$ cat config.mk
export PLATFORM = sky130hd
export DESIGN_NAME = demux1to3_buf
export DESIGN_NICKNAME = d
export VERILOG_FILES = /design/src/rtl/demux1to3_buf.sv
export SDC_FILE = /design/constraint.sdc
export NUM_CORES = 1
export LEC_CHECK = 0
export CAP_MARGIN = 25
export CORE_ASPECT_RATIO = 1.5
export CORE_MARGIN = 3
export CORE_UTILIZATION = 55
export CTS_CLUSTER_SIZE = 25
export DETAILED_ROUTE_END_ITERATION = 7
export PLACE_DENSITY = 0.85
export SLEW_MARGIN = 15
export SYNTH_ARGS = -nofsm -noshare
export SYNTH_HDL_FRONTEND = slang
export SYNTH_SLANG_ARGS = --single-unit
$ cat constraint.sdc
create_clock -name Clk -period 6.1 [get_ports Clk]
set_clock_uncertainty 0.05 [all_clocks]
set_input_delay 1.22 -clock Clk [delete_from_list [all_inputs] [get_ports Clk]]
set_output_delay 1.22 -clock Clk [all_outputs]
set_load 0.005 [all_outputs]
$ cat src/rtl/demux1to3_buf.sv
// Buffered 1-to-3 demultiplexer: a 2-entry FIFO of {sel, data} whose head word
// is steered to exactly one of three consumers; illegal selects are dropped and flagged.
module demux1to3_buf #(
    parameter int DWIDTH = 32
) (
    input  logic              Clk,
    input  logic              Rst_N,
    input  logic [DWIDTH-1:0] Demux_In,
    input  logic [1:0]        Output_Sel,
    input  logic              In_Valid,
    output logic              In_Ready,
    output logic [DWIDTH-1:0] Demux_Out_A,
    output logic [DWIDTH-1:0] Demux_Out_B,
    output logic [DWIDTH-1:0] Demux_Out_C,
    output logic              Out_Valid_A,
    output logic              Out_Valid_B,
    output logic              Out_Valid_C,
    input  logic              Out_Ready_A,
    input  logic              Out_Ready_B,
    input  logic              Out_Ready_C,
    output logic              Sel_Err
);

    localparam logic [1:0] SEL_A   = 2'b00;
    localparam logic [1:0] SEL_B   = 2'b01;
    localparam logic [1:0] SEL_C   = 2'b10;
    localparam logic [1:0] SEL_BAD = 2'b11;

    logic [DWIDTH-1:0] r_mem_data [2];
    logic [1:0]        r_mem_sel  [2];
    logic              r_wptr;
    logic              r_rptr;
    logic [1:0]        r_count;
    logic              r_in_ready;
    logic              r_sel_err;
    logic              r_valid_a;
    logic              r_valid_b;
    logic              r_valid_c;
    logic [DWIDTH-1:0] r_data_a;
    logic [DWIDTH-1:0] r_data_b;
    logic [DWIDTH-1:0] r_data_c;

    logic              w_accept;
    logic              w_push;
    logic              w_bad;
    logic              w_pop;
    logic              w_wptr_nxt;
    logic              w_rptr_nxt;
    logic [1:0]        w_count_nxt;
    logic [1:0]        w_head_sel_nxt;
    logic [DWIDTH-1:0] w_head_data_nxt;
    logic              w_valid_a_nxt;
    logic              w_valid_b_nxt;
    logic              w_valid_c_nxt;
    logic [DWIDTH-1:0] w_data_a_nxt;
    logic [DWIDTH-1:0] w_data_b_nxt;
    logic [DWIDTH-1:0] w_data_c_nxt;

    // Handshake decode; the registered valids already encode which output holds the head.
    always_comb begin
        w_accept = In_Valid && r_in_ready;
        w_push   = w_accept && (Output_Sel != SEL_BAD);
        w_bad    = w_accept && (Output_Sel == SEL_BAD);
        w_pop    = (r_valid_a && Out_Ready_A) ||
                   (r_valid_b && Out_Ready_B) ||
                   (r_valid_c && Out_Ready_C);
    end

    // Pointer and occupancy update.
    always_comb begin
        w_wptr_nxt  = r_wptr;
        w_rptr_nxt  = r_rptr;
        w_count_nxt = r_count;
        if (w_push) begin
            w_wptr_nxt = ~r_wptr;
        end else begin
            w_wptr_nxt = r_wptr;
        end
        if (w_pop) begin
            w_rptr_nxt = ~r_rptr;
        end else begin
            w_rptr_nxt = r_rptr;
        end
        case ({w_push, w_pop})
            2'b10:   w_count_nxt = r_count + 2'd1;
            2'b01:   w_count_nxt = r_count - 2'd1;
            default: w_count_nxt = r_count;
        endcase
    end

    // Next head: the incoming word lands at the head slot when the FIFO is
    // empty, or when it holds one word that is popped this same cycle.
    always_comb begin
        w_head_sel_nxt  = r_mem_sel[w_rptr_nxt];
        w_head_data_nxt = r_mem_data[w_rptr_nxt];
        if (w_push && (r_wptr == w_rptr_nxt)) begin
            w_head_sel_nxt  = Output_Sel;
            w_head_data_nxt = Demux_In;
        end else begin
            w_head_sel_nxt  = r_mem_sel[w_rptr_nxt];
            w_head_data_nxt = r_mem_data[w_rptr_nxt];
        end
    end

    // Steer the next head to its single destination; the other lanes drive zero.
    always_comb begin
        w_valid_a_nxt = 1'b0;
        w_valid_b_nxt = 1'b0;
        w_valid_c_nxt = 1'b0;
        w_data_a_nxt  = {DWIDTH{1'b0}};
        w_data_b_nxt  = {DWIDTH{1'b0}};
        w_data_c_nxt  = {DWIDTH{1'b0}};
        if (w_count_nxt != 2'd0) begin
            case (w_head_sel_nxt)
                SEL_A: begin
                    w_valid_a_nxt = 1'b1;
                    w_data_a_nxt  = w_head_data_nxt;
                end
                SEL_B: begin
                    w_valid_b_nxt = 1'b1;
                    w_data_b_nxt  = w_head_data_nxt;
                end
                SEL_C: begin
                    w_valid_c_nxt = 1'b1;
                    w_data_c_nxt  = w_head_data_nxt;
                end
                default: begin
                    w_valid_a_nxt = 1'b0;
                    w_valid_b_nxt = 1'b0;
                    w_valid_c_nxt = 1'b0;
                end
            endcase
        end else begin
            w_valid_a_nxt = 1'b0;
            w_valid_b_nxt = 1'b0;
            w_valid_c_nxt = 1'b0;
        end
    end

    // FIFO storage write.
    always_ff @(posedge Clk or negedge Rst_N) begin
        if (!Rst_N) begin
            r_mem_data[0] <= {DWIDTH{1'b0}};
            r_mem_data[1] <= {DWIDTH{1'b0}};
            r_mem_sel[0]  <= 2'b00;
            r_mem_sel[1]  <= 2'b00;
        end else if (w_push) begin
            r_mem_data[r_wptr] <= Demux_In;
            r_mem_sel[r_wptr]  <= Output_Sel;
        end
    end

    // Pointers, occupancy and the sticky illegal-select flag.
    always_ff @(posedge Clk or negedge Rst_N) begin
        if (!Rst_N) begin
            r_wptr    <= 1'b0;
            r_rptr    <= 1'b0;
            r_count   <= 2'd0;
            r_sel_err <= 1'b0;
        end else begin
            r_wptr  <= w_wptr_nxt;
            r_rptr  <= w_rptr_nxt;
            r_count <= w_count_nxt;
            if (w_bad) begin
                r_sel_err <= 1'b1;
            end
        end
    end

    // Output registers, loaded from next state so they mirror the FIFO head exactly.
    always_ff @(posedge Clk or negedge Rst_N) begin
        if (!Rst_N) begin
            r_in_ready <= 1'b1;
            r_valid_a  <= 1'b0;
            r_valid_b  <= 1'b0;
            r_valid_c  <= 1'b0;
            r_data_a   <= {DWIDTH{1'b0}};
            r_data_b   <= {DWIDTH{1'b0}};
            r_data_c   <= {DWIDTH{1'b0}};
        end else begin
            r_in_ready <= (w_count_nxt != 2'd2);
            r_valid_a  <= w_valid_a_nxt;
            r_valid_b  <= w_valid_b_nxt;
            r_valid_c  <= w_valid_c_nxt;
            r_data_a   <= w_data_a_nxt;
            r_data_b   <= w_data_b_nxt;
            r_data_c   <= w_data_c_nxt;
        end
    end

    assign In_Ready    = r_in_ready;
    assign Sel_Err     = r_sel_err;
    assign Out_Valid_A = r_valid_a;
    assign Out_Valid_B = r_valid_b;
    assign Out_Valid_C = r_valid_c;
    assign Demux_Out_A = r_data_a;
    assign Demux_Out_B = r_data_b;
    assign Demux_Out_C = r_data_c;

endmodule

==> run metrics <==
Final period util=0.7402; most frequent cells in the layout=dfrtp_1 (172), clkdlybuf4s50_1 (139), o32ai_1 (96); Vias=roughly 4900; FF+latch area=around 4300 µm²; Worst EP arrival=roughly 4.7 ns; Top Ports=between 100 and 150; CTS tree=built; post-layout util=0.7499; delay-heaviest family, CP=simple AND/OR/NAND/NOR gates; GRT Util Overall=0.2503; critical path's largest stage delay=between 1 and 1.5 ns; synth top area cells=dfrtp_1 (62%), o32ai_1 (12%), mux2_2 (11%); Cells after Synth=493; TNS Setup=0 ns; syn_nets=~530; top-area cell type share of the netlist area=0.6185; vias in the first global route=around 5300; Clk Tree Root Cell=clkbuf_16; Synth area leader=dfrtp_1; initial antenna violation count=0; Max clock buf depth=2; PD cells=565.7 nW/µm²; max_cap viols=0; Critical-path top delay cell=or4b_2; DRC errors left=0; H-tree depth=4; main flop type after synthesis=dfrtp_1; clk slew on worst S/H paths=around 0.06 ns; post-cts resize count=0; core area=12200 µm²; fin. max-slew vios=0; Ant. Diodes=0; total clock sinks=173; Area Overhead vs Synth=31.46%; most common cell after layout, fill and taps aside=dfrtp_1; Async S/R FF share, synth=1.000; wire per inst=about 22 µm; Stages on worst setup path=8; critical setup path kind=primary input to flop; worst-margin pin slew=0.9470 ns; area of the multi-input gates=approximately 2300 µm²; sequential-to-total area share from yosys stat=0.6223; Yosys reg bits=~170; Final #Nets=around 660; synthesized area per cell=~14 µm²; max_slew headroom=0.3664; Hold Crit Depth=1; setup violators final=0; Final GP Congestion=about 0.78; f_max=approximately 0.22 GHz; Die Ht=around 140 µm; Inserted Clock Buffers=17; share of layout cells above drive strength 1=0.1880; HP Class=flop to flop; Final Critical Period=about 4.5 ns; Buf/Inv on CP=2; I/O Buffers=140; status=finished, final reports clean; Max IR drop VDD=between 0.0003 and 0.0004 V; Yosys warnings=0; Critical Path RT=6.32 ns; HPWL Detailed=roughly 11 mm; RSZ-0062 raised after global routing=false; Die X=97.85 µm; # fillers=760; Pleak=between 4 and 5 nW; Cell Area, Synth=roughly 7000 µm²; first-pass GRT wire length=approximately 27 mm; largest net degree at the start of global routing=107; Post-CTS Setup Inserts=0; initial core utilization=0.5704; clock latency on the worst-skew pair=slightly above 0.4 ns; Antenna Violating Nets Remaining=0; CP cell instances=clkdlybuf4s50_1 -> a21oi_2 -> inv_1 -> ha_1 -> nor2b_1 -> a22o_1 -> or4b_2 -> o32ai_1; Worst setup SP type=primary input; die area=14070 µm²; DR pass1 iterations=4; critical path fanouts, max=32; # rows=a little under 50; EDFF count, synth=0; Initial DRC Count=374; CP Capture Type=flop; routed vias/inst=around 6.2; total wire length=~17 mm; Remaining Overflow, GRT=0; CTS Hold Buffers Added=0; Netlist cell types=30; final hold viol count=0; R2R depth=8
-- Yosys cell counts, drive strengths merged (2+ instances only) --
library cell and instances:
inv 38, nand2b 2, a211oi 3, dfrtp 172, mux2 66, nand2 4, a21o 2, o32ai 96
mux2i 35, nor2 5, o21bai 2, a41oi 2, buf 19, clkbuf 22, xnor2 4, or4b 3
nor2b 6, and3 3
-- through the flow --
step                      hold slack [ns]  instances  instance area [µm²]  power (mW)  setup WS, ns
after detailed placement           0.4216        752                 8502       4.010         1.199
after global placement             0.4187        749                 8419       3.768         1.425
after CTS                          0.4362        784                 9109       5.126         1.566
final                              0.4348        786                 9149       5.175         1.585
after global routing               0.4640        786                 9149       5.457         1.465
after floorplan                    0.4178        493                 6959       3.243         2.138
-- power breakdown --
| part | switching [mW] | internal, mW | total, mW |
|---|---|---|---|
| Sequential | 0.187 | 1.55 | 1.74 |
| Clock | 0.425 | 0.661 | 1.09 |
| Combinational | 1.27 | 1.08 | 2.35 |
| Total | 1.89 | 3.29 | 5.18 |
-- layout make-up --
type / instances / share of cell area
multi-input cells: 241 / 0.2538
flip-flops and latches: 173 / 0.4733
inverters: 38 / 0.01559
repair buffers: 149 / 0.1700
clock buffers: 24 / 0.05484
well taps: 153 / 0.02092
clock inverters: 8 / 0.01149
-- worst paths after layout --
check                               startpoint                   endpoint  slack (ns)
max in group asynchronous                Rst_N   r_mem_sel[2]$_DFFE_PN0P_        3.76
setup / recovery                 Output_Sel[0]  Demux_Out_B[13]$_DFF_PN0_        1.58
min in group asynchronous                Rst_N  r_mem_data[6]$_DFFE_PN0P_        0.87
hold / removal             Sel_Err$_DFFE_PN0P_        Sel_Err$_DFFE_PN0P_        0.43
hold reg to reg            Sel_Err$_DFFE_PN0P_        Sel_Err$_DFFE_PN0P_        0.43
setup reg to reg            In_Ready$_DFF_PN1_  Demux_Out_B[13]$_DFF_PN0_        2.41
-- cell families after synthesis --
family / count (synthesis) / share of synthesized area
adder cells (fa/ha/maj): 1 / 0.001798
buffers and inverters: 79 / 0.05268
AO/OA/AOI/OAI: 109 / 0.1356
multiplexers: 101 / 0.1571
XOR/XNOR: 6 / 0.01061
flip-flops: 173 / 0.6223
AND/OR/NAND/NOR: 24 / 0.01996
-- state kept, by name (all words and copies together) (netlist names), 2 cells and up --
register / flops
Demux_Out_C: 32
r_mem_sel: 4
r_count: 2
r_mem_data: 64
Demux_Out_B: 32
Demux_Out_A: 32
-- metal layers --
| layer | global-route usage | up-vias | routed length, µm |
|---|---|---|---|
| li1 | - | 2124 | - |
| met1 | 0.2896 | 2481 | 6457 |
| met2 | 0.4375 | 247 | 8944 |
| met3 | 0.06362 | 36 | 1272 |
| met4 | 0.1160 | 0 | 434 |
| met5 | 0 | - | 0 |
Power figures use the tool's default switching activity.
